File: src/rtl/mux_display_mensagens.sv
// mux_display_mensagens: scanned N-digit 7-segment message driver with frame-synchronous message switching.
// Define PISCAR_EN to blink the sensor-error message ("ErSn") every PERIODO_PISCA frames.
module mux_display_mensagens #(
  parameter int NUM_DIGITOS   = 4,
  parameter int DIV_VARREDURA = 50000,
  parameter int BLANK_CICLOS  = 2,
  parameter int PERIODO_PISCA = 25
) (
  input  logic                   clock,
  input  logic                   reset,
  input  logic                   habilitar,
  input  logic [1:0]             sel_mensagem,
  input  logic                   carregar,
  output logic [6:0]             segmentos,
  output logic [NUM_DIGITOS-1:0] anodos,
  output logic                   quadro_fim
);
  localparam int MX = DIV_VARREDURA > BLANK_CICLOS ? DIV_VARREDURA : (BLANK_CICLOS > 1 ? BLANK_CICLOS : 1);
  localparam int CW = MX > 1 ? $clog2(MX) : 1;
  localparam int IW = NUM_DIGITOS > 1 ? $clog2(NUM_DIGITOS) : 1;
  localparam logic [CW-1:0] D_LAST = CW'(DIV_VARREDURA - 1);
  localparam logic [CW-1:0] B_LAST = CW'(BLANK_CICLOS > 0 ? BLANK_CICLOS - 1 : 0);
  localparam logic [IW-1:0] I_LAST = IW'(NUM_DIGITOS - 1);
  localparam logic [1:0] OFF = 2'd0, BLANK = 2'd1, LIT = 2'd2;
  localparam logic [1:0] FIRST = BLANK_CICLOS == 0 ? LIT : BLANK;
  localparam logic [6:0] C_E = 7'b1001111, C_R = 7'b0000101, C_S = 7'b1011011, C_N = 7'b0010101;
  localparam logic [6:0] C_C = 7'b1001110, C_A = 7'b1110111, C_F = 7'b1000111, C_D = 7'b0000001;
  logic [1:0]    st, es, st_n, act, act_n, pend;
  logic [CW-1:0] cnt, ec, cnt_n;
  logic [IW-1:0] idx, ei, idx_n;
  logic          slot_end, frame_end, vis, show;
  logic [27:0]   msg, sh;
`ifdef PISCAR_EN
  localparam int FW = 2 * PERIODO_PISCA > 1 ? $clog2(2 * PERIODO_PISCA) : 1;
  localparam logic [FW-1:0] F_LAST = FW'(2 * PERIODO_PISCA - 1);
  logic [FW-1:0] fc;
  always_ff @(posedge clock or posedge reset)
    if (reset) fc <= '0;
    else if (frame_end) fc <= (act != 2'd1 || act_n != 2'd1 || fc == F_LAST) ? '0 : fc + 1'b1;
`endif
  // OFF behaves exactly like the first cycle of a fresh frame, so re-enable timing matches reset release
  always_comb begin
    es = st == OFF ? FIRST : st;
    ec = st == OFF ? '0 : cnt;
    ei = st == OFF ? '0 : idx;
    slot_end = es == LIT && ec == D_LAST;
    frame_end = habilitar && slot_end && ei == I_LAST;
    st_n = !habilitar ? OFF : es == BLANK ? (ec == B_LAST ? LIT : BLANK) : (slot_end ? FIRST : LIT);
    cnt_n = (!habilitar || (es == BLANK && ec == B_LAST) || slot_end) ? '0 : ec + 1'b1;
    idx_n = !habilitar ? '0 : slot_end ? (ei == I_LAST ? '0 : ei + 1'b1) : ei;
    act_n = frame_end ? (carregar ? sel_mensagem : pend) : act;
    msg = act == 2'd1 ? {C_E, C_R, C_S, C_N} : act == 2'd2 ? {C_C, C_A, C_F, C_E} :
          act == 2'd3 ? {4{C_D}} : 28'd0;
    sh = msg << (7 * ei);
`ifdef PISCAR_EN
    vis = act != 2'd1 || fc < FW'(PERIODO_PISCA);
`else
    vis = 1'b1;
`endif
    show = habilitar && es == LIT && vis;
  end
  always_ff @(posedge clock or posedge reset)
    if (reset) begin
      st <= FIRST;
      cnt <= '0;
      idx <= '0;
      act <= '0;
      pend <= '0;
      segmentos <= '0;
      anodos <= '0;
      quadro_fim <= 1'b0;
    end else begin
      st <= st_n;
      cnt <= cnt_n;
      idx <= idx_n;
      act <= act_n;
      pend <= carregar ? sel_mensagem : pend;
      segmentos <= show ? sh[27:21] : '0;
      anodos <= show ? NUM_DIGITOS'(1) << ei : '0;
      quadro_fim <= frame_end;
    end
endmodule

File: config.mk
export PLATFORM = sky130hd
export DESIGN_NAME = mux_display_mensagens
export DESIGN_NICKNAME = d
export VERILOG_FILES = /design/src/rtl/mux_display_mensagens.sv
export SDC_FILE = /design/constraint.sdc
export NUM_CORES = 1
export LEC_CHECK = 0
export CAP_MARGIN = 40
export CORE_MARGIN = 2
export CORE_UTILIZATION = 55
export DETAILED_ROUTE_END_ITERATION = 8
export PLACE_DENSITY = 0.77
export SYNTH_ARGS = -nofsm -noshare
export SYNTH_HDL_FRONTEND = slang
export SYNTH_SLANG_ARGS = --single-unit
File: constraint.sdc
create_clock -name clock -period 3.15 [get_ports clock]
set_input_delay 0.315 -clock clock [delete_from_list [all_inputs] [get_ports clock]]
set_output_delay 0.315 -clock clock [all_outputs]
set_load 0.01 [all_outputs]
==> results of run 1 <==
==> sequential cells by signal, indices dropped and copies added, names as in the netlist <==
register and flops:
act 2, anodos 4, cnt 16, idx 2, pend 2, quadro_fim 1
segmentos 7, st 2
==> worst register-to-register path, cell delays in order (launching register included) <==
cell and delay, ns:
dfstp_2 0.68, or2_2 0.17, nand2_1 0.15, ha_1 0.52
inv_1 0.33, nor2_1 0.13, a21oi_1 0.18, o22ai_1 0.09
o32ai_1 0.29
==> per-layer routing <==
metal / GRT usage, % / vias to the layer above / wire [um]
li1: - / 931 / -
met1: 31.5 / 882 / 2270
met2: 40.6 / 58 / 2480
met3: 4.93 / 7 / 225
met4: 9.50 / 0 / 84
met5: 0 / - / 0
==> worst max-delay path by stage <==
stage | startpoint | endpoint
floorplan | st[0]$_DFF_PP1_ | act[0]$_DFFE_PP0P_
global placement | st[0]$_DFF_PP1_ | segmentos[1]$_DFF_PP0_
detailed placement | st[0]$_DFF_PP1_ | segmentos[1]$_DFF_PP0_
CTS | st[0]$_DFF_PP1_ | segmentos[6]$_DFF_PP0_
global route | st[0]$_DFF_PP1_ | segmentos[6]$_DFF_PP0_
finish | st[0]$_DFF_PP1_ | segmentos[1]$_DFF_PP0_
==> cell type report <==
cell class | count | area [um2]
well taps | 50 | 62.6
inverters | 10 | 37.5
clock inverters | 3 | 42.5
multi-input cells | 192 | 1280
fillers | 354 | 1390
flip-flops and latches | 36 | 902
repair buffers | 23 | 215
clock buffers | 5 | 68.8
==> Yosys cell counts (3+ instances only) <==
cell type and number:
clkbuf_1 7, nand2_1 28, a31oi_1 3, inv_1 10, a21oi_1 12, nor3_1 11, xnor2_1 5, and3_1 4
and2_1 8, o21ai_0 11, or2_2 3, dfrtp_1 35, nand3_1 10, xor2_1 8, a211oi_1 4, o22ai_1 3
a2bb2oi_1 3, ha_1 11, nor4_1 4, mux2i_1 3, nand4_1 6, nor2_1 22
==> power groups by stage <==
stage	sequential (mW)	combinational (mW)	clock, mW
after CTS	0.492	0.113	0.422
after global placement	0.500	0.110	0
final	0.492	0.113	0.415
after floorplan	0.495	0.0854	0
after detailed placement	0.501	0.113	0
after global routing	0.495	0.124	0.439
==> kinds of logic after synthesis <==
kind of cell	after synthesis
and+or+nand+nor	104
AOI/OAI and AO/OA	57
DFF	36
buffers and inverters	22
xor gates and xnor gates	13
adders and majority gates	11
muxes	7
==> flow_summary.toml, run 1 <==
[global_route]
grt_max_degree = 37
overflow = 0
grt_pass1_vias = 1802
antenna_found_initial = 0
grt_util_all_layers_pct = 24.6
grt_pass1_wl_um = 8530

[clock_network]
cts_made_buffers = 5
hold_buffers = 0
h-tree-depth = 2
cts_root_buf = "clkbuf_8"
clock-sinks = 36
tritoncts = "yes"
cts_resized = 0
insertion_delay_ns = 0.30
cts.path.max_buffers = 2
clk_pin_slew_ns = 0.08
post-cts-setup-buffers = 0

[sta]
tightestPinTransition_ns = 0.547
setup-tns-final_ns = 0
relSlewSlack_pct = 63.5
finalCritPeriodShare_pct = 83.8
grt_setup_unrepaired = "no"
finalHoldViolations = 0
report.final.setup_viol = 0
fin_skew_ns = 0.00517
slew_viol_final = 0
max_freq_ghz = 0.379
fin_ws_ns = 0.511
period_needed_ns = 2.64
holdWs_ns = 0.421

[placed_design]
dpl_worst_slack_ns = 0.575
port_buffers = 17
place.gp.congestion = 0.939
hpwl_um = 3530
dp_cells = 311
placed_area_um2 = 2490

[pwr]
switching_share_pct = 26.3
powerDensity_nw_per_um2 = 391
ir_drop_v = 0.000267
p_sw_uw = 269
p_int_uw = 751
seq_power_share_pct = 48.2
clkPwrFrac_pct = 40.7
leakagePower_nw = 1.14
comb_power_share_pct = 11.1
finalPower_mw = 1.02

[setup_path]
r2r-end = "segmentos[1]$_DFF_PP0_"
r2r_setup_slack_ns = 0.51
path_depth = 8
crit_path_top_delay_cell = "dfstp_2"
criticalPathCategory = "flip-flop to flip-flop"
crit_family = "flip-flops"
critPathCaptureType = "flip-flop"
critPathMaxStageDelay_ns = 0.68
crit_required_ns = 3.35
ff2ff_path_depth = 8
r2r_start = "st[0]$_DFF_PP1_"
start_kind = "flip-flop"
cp_num_buf_inv = 1
cp_max_fo = 14
cp.arrival_ns = 2.84
cp_cell_sequence = "or2_2, nand2_1, ha_1, inv_1, nor2_1, a21oi_1, o22ai_1, o32ai_1"

[synthesis]
synthCells = 250
synth_top_area_share_pct = 38.4
syn_area_um2 = 2280
ys.flop_type = "dfrtp_1"
yosysSeqAreaShare_pct = 39.6
synth-edff-count = 0
synthAdderAreaFrac_pct = 6.04
synth_nets = 267
yosys.area_share.simple_pct = 24.0
synth.avg_cell_area_um2 = 9.12
synth_area_leaders = "dfrtp_1 38%, ha_1 6.0%, nand2_1 4.6%"
muxShareOfSynthArea_pct = 3.29
yosys.area.top_type = "dfrtp_1"
synth_compound_area_share_pct = 17.7
yosys_register_bits = 36
synthXorXnorAreaFrac_pct = 4.99
yosys.cell_types.count = 52
synth_top_family_by_area = "simple AND/OR/NAND/NOR gates"
yosys_warnings = 0
async_flop_share_pct = 100

[routing]
routedWlPerCell_um = 15.9
dr.pass1.iters = 4
postRouteAntennaNets = 0
routed_via_density = 5.89
num_vias = 1878
drc = 0
drt_wl_total_um = 5060
drt_iter0_drc = 179

[floorplan]
die_x_um = 68.4
core-area_um2 = 4000
die-area_um2 = 4680
core.rowCount = 23
boundaryPins = 18
die_y_um = 68.4
initial_utilization_pct = 57.0

[cells_and_area]
layout-drive-gt1-share_pct = 11.5
instances_no_fill = 319
final_common_cell = "dfrtp_1"
n_antenna_cell = 0
finalInstanceArea_um2 = 2610
fin_util_pct = 65.2
nets = 285
areaGrowthSynthToFinish_pct = 14.3
layout_common_cells = "35 x dfrtp_1, 28 x nand2_1, 22 x nor2_1"

[run]
max-cap-violations = 0

[status]
status = "complete, no violations"

[worst_hold_path]
hp-class = "input port to asynchronous set/reset pin"
Power figures use the tool's default switching activity.
==> run 2: changes to the inputs <==
--- a/config.mk
+++ b/config.mk
@@ -7,9 +7,9 @@
 export LEC_CHECK = 0
 export CAP_MARGIN = 40
 export CORE_MARGIN = 2
-export CORE_UTILIZATION = 55
+export CORE_UTILIZATION = 52
 export DETAILED_ROUTE_END_ITERATION = 8
-export PLACE_DENSITY = 0.77
+export PLACE_DENSITY = 0.76
 export SYNTH_ARGS = -nofsm -noshare
 export SYNTH_HDL_FRONTEND = slang
 export SYNTH_SLANG_ARGS = --single-unit
==> constraint.sdc (replaced) <==
create_clock -name clock -period 2.4 [get_ports clock]
set_input_delay 0.24 -clock clock [delete_from_list [all_inputs] [get_ports clock]]
set_output_delay 0.24 -clock clock [all_outputs]
set_load 0.01 [all_outputs]
==> flow_summary.toml, run 2 (synthesis results as in run 1) <==
[sta]
holdWs_ns = 0.346
setup-tns-final_ns = 0
fin_ws_ns = 0.172
slew_viol_final = 0
tightestPinTransition_ns = 0.473
relSlewSlack_pct = 68.4
finalCritPeriodShare_pct = 92.8
grt_setup_unrepaired = "no"
fin_skew_ns = 0.00911
finalHoldViolations = 0
period_needed_ns = 2.23
report.final.setup_viol = 0
max_freq_ghz = 0.449

[pwr]
ir_drop_v = 0.000341
seq_power_share_pct = 51.5
comb_power_share_pct = 14.2
clkPwrFrac_pct = 34.3
leakagePower_nw = 1.16
p_sw_uw = 338
p_int_uw = 895
powerDensity_nw_per_um2 = 467
switching_share_pct = 27.4

[setup_path]
start_kind = "flip-flop"
r2r_start = "st[0]$_DFF_PP1_"
cp_max_fo = 6
crit_required_ns = 2.58
cp.arrival_ns = 2.40
critPathCaptureType = "flip-flop"
criticalPathCategory = "flip-flop to flip-flop"
setup.worst_path.start = "st[0]$_DFF_PP1_"

[cells_and_area]
layout_common_cells = "35 x dfrtp_1, 28 x nand2_1, 22 x nor2_1"
largest_reg_flops = 16
areaGrowthSynthToFinish_pct = 15.8
layout-drive-gt1-share_pct = 13.1
finalInstanceArea_um2 = 2640
top_regs = "cnt (16), segmentos (7), anodos (4)"
n_antenna_cell = 0
regMostFlops = "cnt"
nets = 290
final_common_cell = "dfrtp_1"

[routing]
dr.pass1.iters = 5
drt_iter0_drc = 290
postRouteAntennaNets = 0
drt_wl_total_um = 5060
routed_via_density = 5.98
drc = 0
routedWlPerCell_um = 15.5
num_vias = 1950

[floorplan]
initial_utilization_pct = 53.1
die_y_um = 70.2
boundaryPins = 18
core.rowCount = 24
die_x_um = 70.2
core-area_um2 = 4290
die-area_um2 = 4930

[clock_network]
post-cts-setup-buffers = 0
cts_made_buffers = 5
tritoncts = "yes"
cts_root_buf = "clkbuf_8"
clk_pin_slew_ns = 0.08
cts.path.max_buffers = 2
clock-sinks = 36
insertion_delay_ns = 0.29
cts_resized = 0
hold_buffers = 0
h-tree-depth = 2

[global_route]
grt_pass1_wl_um = 8730
grt_max_degree = 37
grt_pass1_vias = 1867
grt_util_all_layers_pct = 22.6
antenna_found_initial = 0
overflow = 0

[placed_design]
placed_area_um2 = 2530
port_buffers = 17
place.gp.congestion = 0.935
hpwl_um = 3510
dpl_worst_slack_ns = 0.147

[worst_hold_path]
hp-class = "input port to asynchronous set/reset pin"

[run]
max-cap-violations = 0

[status]
status = "complete, no violations"
run 2: cell types whose count changed in the layout (fill, tap and decap cells not counted):
cell        change
buf_6           +1
inv_1           -1
nand3_4         +1
clkbuf_1        +2
bufinv_16       -1
buf_4           +4
ha_1            -1
ha_4            +1
clkinvlp_4      -1
inv_2           +1
nand3_2         -1
run 2: power by group through the flow:
stage,clock network (mW),logic (mW),registers [mW]
floorplan,0,0.115,0.650
global placement,0,0.170,0.646
detailed placement,0,0.174,0.646
CTS,0.429,0.173,0.635
global route,0.457,0.196,0.638
finish,0.423,0.175,0.635
run 2: final cells by class:
cell class / count / area (um2)
inverters: 10 / 37.5
repair buffers: 28 / 256
well taps: 52 / 65.1
multi-input cells: 192 / 1300
clock inverters: 1 / 5.00
flip-flops and latches: 36 / 902
fillers: 357 / 1650
clock buffers: 7 / 76.3
run 2: per-stage QoR:
stage / power, mW / std cells / util (%)
floorplan: 0.765 / 250 / -
global placement: 0.816 / 318 / 59.0
detailed placement: 0.820 / 318 / 59.0
CTS: 1.24 / 326 / 60.9
global route: 1.29 / 326 / 61.5
finish: 1.23 / 326 / 61.5
run 2: per-layer routing:
metal	global-route usage, %	share of wire, %	vias to the layer above	wire length [um]
met3	4.76	5.8	6	293
met5	0	0	-	0
li1	-	-	943	-
met1	30.0	44	927	2200
met2	36.5	49	74	2480
met4	8.33	1.6	0	79
run 2: critical path: stages (launching register included):
cell and delay [ns]:
dfstp_2 0.53, or2_2 0.15, and2_1 0.20, ha_1 0.27, nor4b_4 0.27, nand4_1 0.15, nor2_2 0.21, mux2_1 0.34
run 2: path summary, 6_finish.rpt:
path                                          end  cells past startpoint  slack (ns)
setup / recovery               act[1]$_DFFE_PP0P_                      7        0.17
setup reg to reg               act[1]$_DFFE_PP0P_                      7        0.17
hold reg to reg                 pend[1]$_DFF_PP0_                      1        0.50
max in group asynchronous         st[0]$_DFF_PP1_                      3        1.71
min in group clock              pend[1]$_DFF_PP0_                      1        0.50
hold / removal             segmentos[2]$_DFF_PP0_                      3        0.35
